===== src/rtl/ps2_rx_frame.sv =====
// PS/2 device-to-host frame receiver: synchronises and de-glitches the bus,
// deserialises 11-bit frames and strobes out one byte with parity/stop status.
module ps2_rx_frame #(
    parameter int unsigned FILTER_LEN  = 8,
    parameter int unsigned TIMEOUT_CYC = 50000
) (
    input  logic       clk,
    input  logic       reset,
    input  logic       ps2d,
    input  logic       ps2c,
    input  logic       rx_en,
    output logic       rx_done_tick,
    output logic [7:0] dout,
    output logic       parity_err,
    output logic       frame_err
);

    localparam int unsigned TW = $clog2(TIMEOUT_CYC + 1);
    localparam int unsigned CW = 4;
    localparam int unsigned FW = 10;

    typedef enum logic [1:0] {IDLE, RECV, DONE} state_t;

    logic                  r_c_meta, r_c_sync, r_d_meta, r_d_sync;
    logic [FILTER_LEN-1:0] r_filt;
    logic                  r_fclk;
    logic                  w_fall;

    state_t                r_state, w_state_next;
    logic [CW-1:0]         r_bcnt, w_bcnt_next;
    logic [TW-1:0]         r_tmo, w_tmo_next;
    logic [FW-1:0]         r_shreg, w_shreg_next, w_frame;
    logic [7:0]            r_dout, w_dout_next;
    logic                  r_perr, w_perr_next;
    logic                  r_ferr, w_ferr_next;
    logic                  r_tick, w_tick_next;

    // Two-flop synchronisers and ps2c de-glitch filter; bus idles high
    always_ff @(posedge clk or negedge reset) begin
        if (!reset) begin
            r_c_meta <= 1'b1;
            r_c_sync <= 1'b1;
            r_d_meta <= 1'b1;
            r_d_sync <= 1'b1;
            r_filt   <= '1;
            r_fclk   <= 1'b1;
        end else begin
            r_c_meta <= ps2c;
            r_c_sync <= r_c_meta;
            r_d_meta <= ps2d;
            r_d_sync <= r_d_meta;
            r_filt   <= {r_c_sync, r_filt[FILTER_LEN-1:1]};
            if (&r_filt) begin
                r_fclk <= 1'b1;
            end else if (~|r_filt) begin
                r_fclk <= 1'b0;
            end
        end
    end

    assign w_fall = r_fclk & ~(|r_filt);

    always_ff @(posedge clk or negedge reset) begin
        if (!reset) begin
            r_state <= IDLE;
            r_bcnt  <= '0;
            r_tmo   <= '0;
            r_shreg <= '0;
            r_dout  <= 8'h00;
            r_perr  <= 1'b0;
            r_ferr  <= 1'b0;
            r_tick  <= 1'b0;
        end else begin
            r_state <= w_state_next;
            r_bcnt  <= w_bcnt_next;
            r_tmo   <= w_tmo_next;
            r_shreg <= w_shreg_next;
            r_dout  <= w_dout_next;
            r_perr  <= w_perr_next;
            r_ferr  <= w_ferr_next;
            r_tick  <= w_tick_next;
        end
    end

    // Next-state logic; byte and flags load on the stop-bit edge so they are
    // valid in the same cycle as the strobe
    always_comb begin
        w_state_next = r_state;
        w_bcnt_next  = r_bcnt;
        w_tmo_next   = r_tmo;
        w_shreg_next = r_shreg;
        w_dout_next  = r_dout;
        w_perr_next  = r_perr;
        w_ferr_next  = r_ferr;
        w_tick_next  = 1'b0;
        w_frame      = {r_d_sync, r_shreg[FW-1:1]};
        case (r_state)
            IDLE: begin
                if (w_fall && rx_en && !r_d_sync) begin
                    w_state_next = RECV;
                    w_bcnt_next  = CW'(10);
                    w_tmo_next   = '0;
                end
            end
            RECV: begin
                if (w_fall) begin
                    w_shreg_next = w_frame;
                    w_bcnt_next  = r_bcnt - CW'(1);
                    w_tmo_next   = '0;
                    if (r_bcnt == CW'(1)) begin
                        w_state_next = DONE;
                        w_tick_next  = 1'b1;
                        w_dout_next  = w_frame[7:0];
                        w_perr_next  = ~(^w_frame[8:0]);
                        w_ferr_next  = ~w_frame[9];
                    end
                end else if (r_tmo >= TW'(TIMEOUT_CYC - 1)) begin
                    w_state_next = IDLE;
                end else begin
                    w_tmo_next = r_tmo + TW'(1);
                end
            end
            DONE: begin
                w_state_next = IDLE;
            end
            default: begin
                w_state_next = IDLE;
            end
        endcase
    end

    assign rx_done_tick = r_tick;
    assign dout         = r_dout;
    assign parity_err   = r_perr;
    assign frame_err    = r_ferr;

endmodule

===== config.mk =====
export PLATFORM = sky130hd
export DESIGN_NAME = ps2_rx_frame
export DESIGN_NICKNAME = d
export VERILOG_FILES = /design/src/rtl/ps2_rx_frame.sv
export SDC_FILE = /design/constraint.sdc
export NUM_CORES = 1
export LEC_CHECK = 0
export CAP_MARGIN = 20
export CORE_ASPECT_RATIO = 1.25
export CORE_MARGIN = 1
export CORE_UTILIZATION = 60
export CTS_CLUSTER_SIZE = 14
export DETAILED_ROUTE_END_ITERATION = 8
export GPL_TIMING_DRIVEN = 0
export PLACE_DENSITY = 0.92
export SYNTH_ARGS = -nofsm -noshare
export SYNTH_HDL_FRONTEND = slang
export SYNTH_SLANG_ARGS = --single-unit

===== constraint.sdc =====
create_clock -name clk -period 3.3 [get_ports clk]
set_input_delay 0.99 -clock clk [delete_from_list [all_inputs] [get_ports clk]]
set_output_delay 0.99 -clock clk [all_outputs]
set_load 0.02 [all_outputs]

==> summary.md <==
| Metric | Value |
|---|---|
| Seq pwr share | `0.596` |
| Placement Setup Slack | `0.371 ns` |
| Clock slew at reported path FFs | `0.09 ns` |
| # setup viols final | `0` |
| CTS tree | `yes` |
| Reg2Reg Depth | `6` |
| Design area | `2830 um2` |
| FF-to-FF Start | `r_filt[1]` |
| Router iterations before antenna repair | `4` |
| CTS H-tree lvls | `2` |
| Type of origin of the critical path | `input port` |
| Vias | `1854` |
| Synthesized Nets | `241` |
| Top Metal Used | `met4` |
| FFs w/ async S/R, synth | `1.00` |
| CTS Hold Bufs | `0` |
| Max-cap viol count | `0` |
| Critical-path maximum fanout | `10` |
| Sw Share | `0.209` |
| Hold Slack | `0.359 ns` |
| Area grow syn2layout | `13.8%` |
| Gr ovfl total | `0` |
| Max IR drop VDD | `356 uV` |
| FMAX | `382 MHz` |
| PD cells | `415 nW/um2` |
| DR vias/cell | `5.96` |
| WS Path Type | `input port to flip-flop` |
| Kind of end point of the critical path | `flip-flop` |
| Setup ws final | `0.679 ns` |
| Global-route usage over all layers | `0.248` |
| Clk sinks | `55` |
| Die extent in y | `74.0 um` |
| Met1 WL | `2.02 mm` |
| Final Max Slew Viols | `0` |
| Combinational Power Share | `0.028` |
| Number of synthesized flops with an enable pin | `0` |
| Die area | `4420 um2` |
| Critical path data required time | `3.48 ns` |
| Slew headroom | `0.392` |
| Number of buffers added for setup after CTS | `0` |
| Synthesis warning total | `0` |
| Root Driver | `clkbuf_8` |
| Syn Area/Cell | `10.7 um2` |
| Post-DP Area | `2720 um2` |
| Synth cell types | `48` |
| Vias in the first global route | `1829` |
| Switch Pwr | `246 uW` |
| Status | `complete, no violations` |
| Clk pwr share | `0.376` |
| Post-Syn Instances | `233` |
| Setup crit end | `r_tmo[9]` |
| Post-detailed-routing wire length | `4.74 mm` |
| Antenna diodes | `0` |
| DRC viols | `0` |
| WL met2 | `2.46 mm` |
| Worst Setup SP | `rx_en` |
| I/O pin cnt | `16` |
| Post-route ant nets | `0` |
| Int Pwr | `929 uW` |
| Post_cts resized | `0` |
| DR WL met3 | `162 um` |
| Core ar. | `3880 um2` |
| #FFs+latches synth | `55` |
| Antenna violations before repair | `0` |
| Clk_skew | `0.0121 ns` |
| Unrepaired setup endpoints after global routing | `no` |
| Pleak | `1.22 nW` |
| Period minus WS final | `2.62 ns` |
| Count of input and output buffers | `15` |
| Num CTS Buffers | `5` |
| HPWL Detailed | `3.41 mm` |
| Initial DRC Count | `105` |
| Fin crit share | `0.794` |
| Worst skew pair latency | `0.31 ns` |
| HP Class | `flip-flop to flip-flop` |
| R2R Setup Slk | `1.07 ns` |
| Largest net degree at the start of global routing | `37` |
| Routability congestion estimate | `0.847` |
| Post-Syn Area | `2490 um2` |
| First-pass GRT wire length | `8.18 mm` |
| Post-synthesis sequential area ratio | `0.559` |
| Slew at the pin closest to its max-slew limit | `0.907 ns` |
| Synth Flop Type | `dfrtp_1` |
| Row count | `25` |
| Worst path arrival time | `2.80 ns` |
| Die extent in x | `59.6 um` |
| Hold Vio Cnt, Final | `0` |
| Crit Reg-Reg Endpoint | `r_tmo[9]` |
| Per-cell routed wire length | `15.2 um` |
| Share of cells above drive strength 1 | `0.163` |
| Pwr Total | `1.18 mW` |
| Starting Density | `0.642` |
| Fin nets | `264` |
| Bufs on Longest Clock Path | `2` |
==> final cells by class <==
cell class	count	area [um2]
clock inverter	2	37.5
multi-input combinational	169	1060
timing repair buffer	16	165
fill	287	1040
buffer	6	30.0
sequential	55	1390
clock buffer	6	72.6
tap	54	67.6
inverter	3	11.3
==> registers in the layout, indices dropped and copies added (netlist names), 2 cells and up <==
signal and cells:
r_shreg 9, r_state 2, dout 8, r_bcnt 4, r_tmo 16, r_filt 8
==> worst max-delay path, cell delays in order <==
cell             delay [ns]
clkdlybuf4s50_1        0.46
or4bb_1                0.54
o21a_1                 0.25
clkbuf_1               0.25
o21ai_1                0.20
o41ai_1                0.10
==> logic make-up after synthesis <==
logic type	count (synthesis)	share of synthesized area
AOI/OAI and AO/OA	54	0.138
xor gates and xnor gates	10	0.0352
and+or+nand+nor	92	0.191
DFF	55	0.559
buffers and inverters	9	0.0166
muxes	10	0.0452
adders and majority gates	3	0.0151
==> how the worst min path moves through the flow <==
stage | cells after the start | from | end | slack (ns)
3_3_place_gp | 0 | r_d_meta | r_d_sync | 0.35
4_1_cts | 0 | r_c_sync | r_filt[7] | 0.36
2_1_floorplan | 0 | r_c_meta | r_c_sync | 0.35
3_5_place_dp | 0 | r_c_sync | r_filt[7] | 0.35
5_1_grt | 0 | r_c_meta | r_c_sync | 0.36
6_report | 0 | r_c_sync | r_filt[7] | 0.36
==> synth_stat cells (2+ instances only) <==
cell type | number | area (um2)
a211o_1 | 2 | 17.5
nand2_1 | 39 | 146
o21ai_1 | 13 | 65.1
mux2_2 | 10 | 113
nor3b_1 | 2 | 15.0
xor2_1 | 2 | 17.5
nor4_2 | 2 | 25.0
and2_1 | 2 | 12.5
o21ai_0 | 10 | 50.1
nor4_1 | 2 | 12.5
a31oi_1 | 4 | 25.0
xnor2_1 | 8 | 70.1
nor3_1 | 3 | 15.0
nor2_1 | 11 | 41.3
clkbuf_1 | 4 | 15.0
a21oi_1 | 8 | 40.0
nand4_1 | 8 | 50.1
and3_1 | 2 | 12.5
dfstp_2 | 13 | 342
ha_1 | 3 | 37.5
inv_1 | 3 | 11.3
nand3_1 | 11 | 55.1
dfrtp_1 | 42 | 1050
a22o_1 | 2 | 17.5
o31ai_1 | 4 | 30.0
==> metrics by stage <==
step	setup TNS, ns	instances	utilization
floorplan	0	233	-
finish	0	311	0.731
global placement	-11.76	302	0.698
CTS	0	311	0.731
global route	0	311	0.731
detailed placement	0	303	0.702
==> power groups by stage <==
| stage | logic, mW | registers [mW] | clock network [mW] |
|---|---|---|---|
| 3_3_place_gp | 0.0309 | 0.713 | 0 |
| 3_5_place_dp | 0.0341 | 0.713 | 0 |
| 5_1_grt | 0.0386 | 0.702 | 0.473 |
| 2_1_floorplan | 0.0118 | 0.711 | 0 |
| 6_report | 0.0335 | 0.700 | 0.441 |
| 4_1_cts | 0.0341 | 0.701 | 0.449 |
==> layer usage <==
layer  track usage  vias up
li1              -      890
met1         0.300      918
met2         0.433       36
met3        0.0470       10
met4         0.101        0
met5             0        -
==> cells in the final DEF, fill, tap and decap left out, types with 2 or more instances in the layout <==
cell | Yosys | routed
ha_1 | 3 | 3
nand4_1 | 8 | 8
nand2_1 | 39 | 39
clkbuf_8 | 0 | 5
a31oi_1 | 4 | 4
o21ai_0 | 10 | 10
nor3_1 | 3 | 3
xnor2_1 | 8 | 8
clkbuf_1 | 4 | 5
a21oi_1 | 8 | 8
clkdlybuf4s50_1 | 0 | 14
o21ai_1 | 13 | 13
dfrtp_1 | 42 | 42
mux2_2 | 10 | 10
nand3_1 | 11 | 11
nor4_1 | 2 | 2
and2_1 | 2 | 2
dfstp_2 | 13 | 13
nor2_1 | 11 | 11
and3_1 | 2 | 2
o31ai_1 | 4 | 4
a22o_1 | 2 | 2
nor4_2 | 2 | 2
inv_1 | 3 | 3
nor3b_1 | 2 | 2
xor2_1 | 2 | 2
a211o_1 | 2 | 2
Note: power is estimated with default switching activity, not from simulation.
